<file path="config.mk">
export PLATFORM = sky130hd
export DESIGN_NAME = sonar_frame_scheduler
export DESIGN_NICKNAME = d
export VERILOG_FILES = /design/src/rtl/sonar_frame_scheduler.sv
export SDC_FILE = /design/constraint.sdc
export NUM_CORES = 1
export LEC_CHECK = 0
export CORE_MARGIN = 2
export CORE_UTILIZATION = 35
export DETAILED_ROUTE_END_ITERATION = 16
export SKIP_LAST_GASP = 1
export SLEW_MARGIN = 40
export SYNTH_ARGS = -nofsm -noshare
export SYNTH_HDL_FRONTEND = slang
export SYNTH_SLANG_ARGS = --single-unit
</file>
<file path="constraint.sdc">
create_clock -name clk -period 4.02 [get_ports clk]
set_input_delay 0.804 -clock clk [delete_from_list [all_inputs] [get_ports clk]]
set_output_delay 0.804 -clock clk [all_outputs]
set_load 0.01 [all_outputs]
</file>
<file path="src/rtl/sonar_frame_scheduler.sv">
// Ultrasonic ranging sequencer: periodic trigger, echo timing in cm, framed result via uart_tx start/done handshake.
// Define SONAR_CHECKSUM_EN to append an XOR checksum byte (4-byte packet instead of 3).
module sonar_frame_scheduler #(
  parameter int unsigned TRIG_CYCLES    = 120,
  parameter int unsigned CM_CYCLES      = 696,
  parameter int unsigned TIMEOUT_CYCLES = 300000,
  parameter int unsigned PERIOD_CYCLES  = 720000,
  parameter logic [7:0]  SYNC_BYTE      = 8'hA5
) (
  input  logic       clk,
  input  logic       rst_n,
  input  logic       echo,
  output logic       trigger,
  output logic       tx_start,
  output logic [7:0] tx_data,
  input  logic       tx_done,
  output logic [7:0] distance,
  output logic       dist_valid,
  output logic       busy
);

  localparam logic [2:0] S_IDLE      = 3'd0;
  localparam logic [2:0] S_TRIG      = 3'd1;
  localparam logic [2:0] S_WAIT_RISE = 3'd2;
  localparam logic [2:0] S_MEASURE   = 3'd3;
  localparam logic [2:0] S_LATCH     = 3'd4;
  localparam logic [2:0] S_SEND      = 3'd5;
  localparam logic [2:0] S_WAIT_DONE = 3'd6;

`ifdef SONAR_CHECKSUM_EN
  localparam logic [1:0] LAST_IDX = 2'd3;
`else
  localparam logic [1:0] LAST_IDX = 2'd2;
`endif

  logic [2:0]  state;
  logic [31:0] per_cnt;
  logic        first;
  logic [31:0] tmr;
  logic [31:0] presc;
  logic [7:0]  cm;
  logic        sat;
  logic        timeout;
  logic [1:0]  idx;
  logic [5:0]  seq;
  logic        echo_meta, echo_s, echo_d;
  logic        rise;
  logic [7:0]  status;
  logic [7:0]  pkt_byte;

  always_ff @(posedge clk or negedge rst_n) begin
    if (!rst_n) begin
      echo_meta <= 1'b0;
      echo_s    <= 1'b0;
      echo_d    <= 1'b0;
    end else begin
      echo_meta <= echo;
      echo_s    <= echo_meta;
      echo_d    <= echo_s;
    end
  end

  assign rise   = echo_s & ~echo_d;
  assign status = {seq, sat, timeout};

  always_comb begin
    pkt_byte = SYNC_BYTE;
    case (idx)
      2'd0:    pkt_byte = SYNC_BYTE;
      2'd1:    pkt_byte = distance;
      2'd2:    pkt_byte = status;
`ifdef SONAR_CHECKSUM_EN
      2'd3:    pkt_byte = SYNC_BYTE ^ distance ^ status;
`endif
      default: pkt_byte = SYNC_BYTE;
    endcase
  end

  // The rise-detect cycle already has echo high, so it counts as the first
  // prescaler tick (presc starts at 1; CM_CYCLES must be >= 2).
  // `first` lets the trigger fire right after reset while the period counter
  // still starts from its full reload value.
  always_ff @(posedge clk or negedge rst_n) begin
    if (!rst_n) begin
      state    <= S_IDLE;
      per_cnt  <= PERIOD_CYCLES - 1;
      first    <= 1'b1;
      tmr      <= '0;
      presc    <= '0;
      cm       <= '0;
      sat      <= 1'b0;
      timeout  <= 1'b0;
      distance <= '0;
      idx      <= '0;
      seq      <= '0;
    end else begin
      if (per_cnt != '0) per_cnt <= per_cnt - 32'd1;
      case (state)
        S_IDLE: begin
          if (per_cnt == '0 || first) begin
            state   <= S_TRIG;
            per_cnt <= PERIOD_CYCLES - 1;
            first   <= 1'b0;
            tmr     <= '0;
          end
        end
        S_TRIG: begin
          if (tmr == TRIG_CYCLES - 1) begin
            state <= S_WAIT_RISE;
            tmr   <= '0;
          end else begin
            tmr <= tmr + 32'd1;
          end
        end
        S_WAIT_RISE: begin
          if (rise) begin
            state   <= S_MEASURE;
            presc   <= 32'd1;
            cm      <= '0;
            sat     <= 1'b0;
            timeout <= 1'b0;
            tmr     <= 32'd1;
          end else if (tmr == TIMEOUT_CYCLES - 1) begin
            state    <= S_LATCH;
            sat      <= 1'b0;
            timeout  <= 1'b1;
            distance <= 8'hFF;
          end else begin
            tmr <= tmr + 32'd1;
          end
        end
        S_MEASURE: begin
          // A fall on the cycle the timeout would expire wins as a normal fall.
          if (!echo_s) begin
            state    <= S_LATCH;
            timeout  <= 1'b0;
            distance <= cm;
          end else if (tmr == TIMEOUT_CYCLES) begin
            state    <= S_LATCH;
            timeout  <= 1'b1;
            distance <= 8'hFF;
          end else begin
            tmr <= tmr + 32'd1;
            if (presc == CM_CYCLES - 1) begin
              presc <= '0;
              if (cm == 8'hFF) sat <= 1'b1;
              else             cm  <= cm + 8'd1;
            end else begin
              presc <= presc + 32'd1;
            end
          end
        end
        S_LATCH: begin
          idx   <= '0;
          state <= S_SEND;
        end
        S_SEND: state <= S_WAIT_DONE;
        S_WAIT_DONE: begin
          if (tx_done) begin
            if (idx == LAST_IDX) begin
              state <= S_IDLE;
              seq   <= seq + 6'd1;
            end else begin
              idx   <= idx + 2'd1;
              state <= S_SEND;
            end
          end
        end
        default: state <= S_IDLE;
      endcase
    end
  end

  assign trigger    = (state == S_TRIG);
  assign tx_start   = (state == S_SEND);
  assign tx_data    = (state == S_SEND) ? pkt_byte : '0;
  assign dist_valid = (state == S_LATCH);
  assign busy       = (state != S_IDLE);

endmodule

</file>
Word level (Yosys, flattened, before mapping)
Cells that the tools add are included.
- add/sub/neg operators: 6
- multipliers: 0
- div/mod/pow operators: 0
- $lt $le $gt $ge: 0
- eq/ne operators: 28
- shift operators: 0
- muxes and demuxes: 52
- bitwise gates (word level): 2
- reductions and logical operators: 18
- operators with widths (cell ; number):
    32-bit two-way mux ; 13
    32-bit case mux with 4 select lines ; 1
    8-bit two-way mux ; 10
    32-bit by 1-bit adder with 32-bit output (second input constant) ; 2
    32-bit by 19-bit equality test with 1-bit output (second input constant) ; 2
    32-bit case mux with 2 select lines ; 1
    8-bit case mux with 2 select lines ; 3
    32-bit by 10-bit equality test with 1-bit output (second input constant) ; 1
    32-bit by 7-bit equality test with 1-bit output (second input constant) ; 1
    32-bit zero test ; 1
    32-bit nonzero test ; 1
    32-bit by 1-bit subtractor with 32-bit output (second input constant) ; 1
    3-bit two-way mux ; 8
    2-bit inequality test (second input constant) ; 11
    3-bit case mux with 7 select lines ; 1
    6-bit AND reduction ; 2
    1-bit two-way mux ; 10
    5-bit AND reduction ; 2
    3-bit equality test (second input constant) ; 3
    3-bit inequality test (second input constant) ; 3
    3-bit AND reduction ; 3
    8-bit by 1-bit adder with 8-bit output (second input constant) ; 1
    8-bit equality test (second input constant) ; 1
    4-bit AND reduction ; 2
    18 further kinds ; 22
- register bits: 129
- latch bits: 0
- RAM bits: 0
- ROM bits: 0
- input bits: 4
- output and inout port bits: 20
- logic and storage cells: 120
- memories kept: 0

Longest topological paths before layout
- word-level depth: 6
- depth in mapped cells: 10
- gate-level depth less buffers: 8

Worst setup path after synthesis
No wires, ideal clock.
- kind: register to register
- start: register tmr[0]
- end: register tmr[21]
- library setup time: 0.138 ns
- data arrival time: 2.409 ns
- data required time: 3.882 ns
- setup slack: 1.473 ns
- stages on the path, launching flop included: 10
- path buffers: 1
- clock period less this slack: 2.547 ns
- cells stage by stage: dfrtp_1 > inv_1 > ha_1 > or4b_2 > nor4_2 > nand4_1 > nand4_2 > or2_1 > clkbuf_1 > o311ai_1
- cells in the longest elaborated chain, start to end: 4
- elaborated cells between the ends (all ways): 13
- classes of those cells: 1 x add/sub; 5 x eq/ne; 6 x mux; 1 x reduce/logical
- RTL lines (what ; line ; RTL):
    start, declared ; 39 ; logic [31:0] tmr;
    start signal, assigned ; 112 ; tmr <= tmr + 32'd1;
    start signal, assigned ; 129 ; tmr <= tmr + 32'd1;
    start signal, assigned ; 143 ; tmr <= tmr + 32'd1;
    32-bit by 1-bit adder with 32-bit output ; 112, 129, 143 ;
    32-bit two-way mux, on equally long branches ; 138, 123 ;
    32-bit two-way mux, on equally long branches ; 134, 116 ;
    32-bit case mux with 4 select lines ; 98 ; case (state)
Parallel ways exist; a longest one is shown, timed or not. The select of a mux whose other input is x is not followed.
A chain may end at the register's enable or synchronous reset.

Final worst setup path
- start: register state[1]
- end: output tx_data[4]
- cells in the longest elaborated chain, start to end: 2
- RTL lines (what ; line ; RTL):
    start, declared ; 36 ; logic [2:0] state;
    start signal, assigned ; 85 ; state <= S_IDLE;
    start signal, assigned ; 101 ; state <= S_TRIG;
    start signal, assigned ; 109 ; state <= S_WAIT_RISE;
    3-bit equality test ; 176 ; assign tx_data = (state == S_SEND) ? pkt_byte : '0;
    8-bit two-way mux ; 176 ;
    end, declared ; 15 ; output logic [7:0] tx_data,
Every way passes these cells.

==> results.py <==
metrics = {
    "cts": {
        "cts.sinks": 129,
        "htreeDepth": 4,
        "cts_buffers": 17,
        "clk_pin_slew_ns": 0.06,
        "cts_resized": 0,
        "cts_setup_buffers": 0,
        "cts_hold_buf": 0,
        "root_buffer": "clkbuf_16",
        "clk_latency_ns": 0.42,
        "cts_buffer_depth": 2,
        "cts_tree": "yes",
    },
    "global_routing": {
        "antenna_found_initial": 0,
        "grt_pass1_wl_mm": 29.02,
        "track_usage_pct": 16.05,
        "grt_pass1_vias": 5790,
        "grt_max_degree": 66,
        "grt_overflow": 0,
    },
    "run": {
        "maxCapViolCount": 0,
    },
    "power": {
        "vdd_drop_max_uv": 400.7,
        "seq_power_share_pct": 36.4,
        "pwr-share-clk_pct": 33.9,
        "p_switching_uw": 1714,
        "swShare_pct": 34.91,
        "powerDensity_nw_per_um2": 586.5,
        "p_comb_share_pct": 29.7,
        "p_int_uw": 3197,
        "p_leak_uw": 0.003292,
    },
    "sta": {
        "period_share_pct": 77.30,
        "setup_ws_ns": 0.9125,
        "finalSetupTns_ns": 0,
        "skew_ns": 0.008911,
        "maxSlewHeadroom_pct": 46.76,
        "min_period_ns": 3.108,
        "worstMarginPinSlew_ns": 0.7986,
        "setup_violations": 0,
        "timing.final.hold_violations": 0,
        "max_freq_mhz": 321.8,
        "rsz0062_at_grt": "no",
        "drv_slew": 0,
    },
    "logic_synthesis": {
        "synth_seq_cells": 129,
        "yosysSeqAreaShare_pct": 45.09,
        "synth-edff-count": 0,
        "synth_warnings": 0,
        "synth_largest_area_cell": "dfrtp_1",
        "synth_cell_types": 64,
        "netlist.area_leader.share_pct": 39.26,
        "synth_cells": 771,
        "async_reset_ff_share_pct": 100.0,
        "synthesis.area_sq_um": 7203,
        "synth_area_leaders": "dfrtp_1 39%, dfstp_2 5.8%, xnor2_1 4.5%, nor2_1 4.1%, nand3_1 3.8%",
        "avgSynthCellArea_sq_um": 9.343,
        "synthFlopType": "dfrtp_1",
        "synthesis.nets": 784,
    },
    "die": {
        "rows": 52,
        "die_height_um": 147.5,
        "core_sq_um": 20230,
        "start_util_pct": 35.60,
        "fp.dieW_um": 147.5,
        "die_area_sq_um": 21740,
        "io-pin-count": 24,
    },
    "drt": {
        "routed_wl_mm": 16.59,
        "first_iter_violations": 410,
        "vias": 6045,
        "drc": 0,
        "firstDrtPassIters": 5,
        "ant_nets": 0,
        "post_drt_wl_per_cell_um": 15.45,
        "vias_per_cell": 5.628,
    },
    "setup_path": {
        "required_ns": 3.22,
        "reg2reg_depth": 6,
        "worstSetupEndpoint": "tx_data[4]",
        "critical_path_class": "flop to output pin",
        "critPathLaunch": "state[1]",
        "critical_path_peak_fanout": 10,
        "start_kind": "flop",
        "rr_startpoint": "per_cnt[7]",
        "rrSetupSlack_ns": 1.00,
        "r2r-end": "per_cnt[27]",
        "worstSetupEndpointType": "output pin",
        "critPathArrivalTime_ns": 2.30,
    },
    "place": {
        "post-place-ws_ns": 0.9625,
        "gp_congestion": 0.7921,
        "hpwl_mm": 11.01,
        "portBuffers": 23,
    },
    "layout": {
        "area_growth_pct": 16.24,
        "final_nets": 804,
        "drive_gt1_share_pct": 10.70,
        "insertedDiodeCount": 0,
    },
    "outcome": {
        "status": "completed",
    },
    "worst_hold_path": {
        "hold_class": "flop to flop",
    },
}
-- worst max-delay path: stages (launching register included) --
cell             delay (ns)
dfrtp_1                0.50
clkinv_1               0.23
nand3_1                0.31
nor3_1                 0.27
clkdlybuf4s50_1        0.57
-- kinds of logic after synthesis --
logic type | Yosys count | synth area share [%]
simple gates | 366 | 27.36
compound gates | 145 | 14.42
mux | 6 | 0.8859
buf+inv | 59 | 3.752
xor+xnor | 57 | 6.931
fa+ha+maj | 9 | 1.563
flops | 129 | 45.09
-- final cells by class --
cell class,count,area (sq um)
Clock buffer,20,456.7
Fill cell,1972,11860
Multi-Input combinational cell,583,3710
Tap cell,270,337.8
Timing Repair Buffer,38,356.6
Clock inverter,12,181.4
Sequential cell,129,3248
Inverter,22,82.58
-- sequential cells by signal, summed over array words and instances (netlist names) --
name and count:
seq 6, per_cnt 32, distance 8, echo_meta 1
first 1, state 3, timeout 1, tmr 32
presc 32, cm 8, echo_s 1, idx 2
sat 1, echo_d 1
-- per-layer routing --
layer | global-route usage, % | vias up | part of all wire [%]
li1 | - | 2932 | -
met1 | 23.14 | 2969 | 50
met2 | 24.74 | 128 | 45
met3 | 2.870 | 16 | 3.6
met4 | 4.760 | 0 | 0.92
met5 | 0 | - | 0
-- cell usage after synthesis (all sizes together) (5+ instances only) --
| cell | number |
|---|---|
| nor2 | 81 |
| o31ai | 28 |
| a31oi | 5 |
| inv | 20 |
| a21oi | 17 |
| nand3 | 54 |
| o311ai | 15 |
| or3 | 11 |
| xor2 | 20 |
| nor3 | 35 |
| nor4 | 33 |
| clkbuf | 23 |
| xnor2 | 37 |
| ha | 9 |
| nand2 | 48 |
| and4 | 10 |
| dfstp | 16 |
| and2 | 6 |
| dfrtp | 113 |
| buf | 14 |
| o22a | 8 |
| o21ai | 37 |
| a22oi | 5 |
| nand2b | 9 |
| and3 | 11 |
| nand4 | 39 |
| or4 | 9 |
-- placed cells by master (no fill, tap or decap), drive strengths merged, types with 15 or more instances in the layout --
cell type        n
dfrtp          113
nor2            81
nand3           54
nand2           48
nand4           39
xnor2           37
o21ai           37
nor3            35
nor4            33
o31ai           28
clkdlybuf4s50   22
inv             21
xor2            20
clkbuf          20
a21oi           17
dfstp           16
buf             16
o311ai          15
-- how the worst min path moves through the flow --
stage | endpoint | start | depth (start not counted)
global route | echo_s | echo_meta | 0
finish | echo_s | echo_meta | 0
global placement | echo_s | echo_meta | 0
detailed placement | echo_s | echo_meta | 0
CTS | echo_s | echo_meta | 0
floorplan | echo_s | echo_meta | 0
-- stage by stage --
stage          cell area, sq um  power, uW  std cells  hold WS (ns)  util [%]
3_3_place_gp               7729       3264       1042        0.3362     38.20
2_1_floorplan              7203       2783        771        0.3312         -
5_1_grt                    8373       5208       1074        0.3731     41.38
6_report                   8373       4911       1074        0.3526     41.38
3_5_place_dp               7729       3269       1042        0.3464     38.20
4_1_cts                    8367       4949       1074        0.3596     41.35
-- power groups by stage --
stage                     Sequential [uW]  Combinational [uW]  Clock, uW
after CTS                            1790                1470       1690
after detailed placement             1810                1460          0
after global placement               1800                1460          0
after global routing                 1830                1630       1750
final                                1790                1460       1660
after floorplan                      1730                1050          0
(Power assumes the default switching activity.)
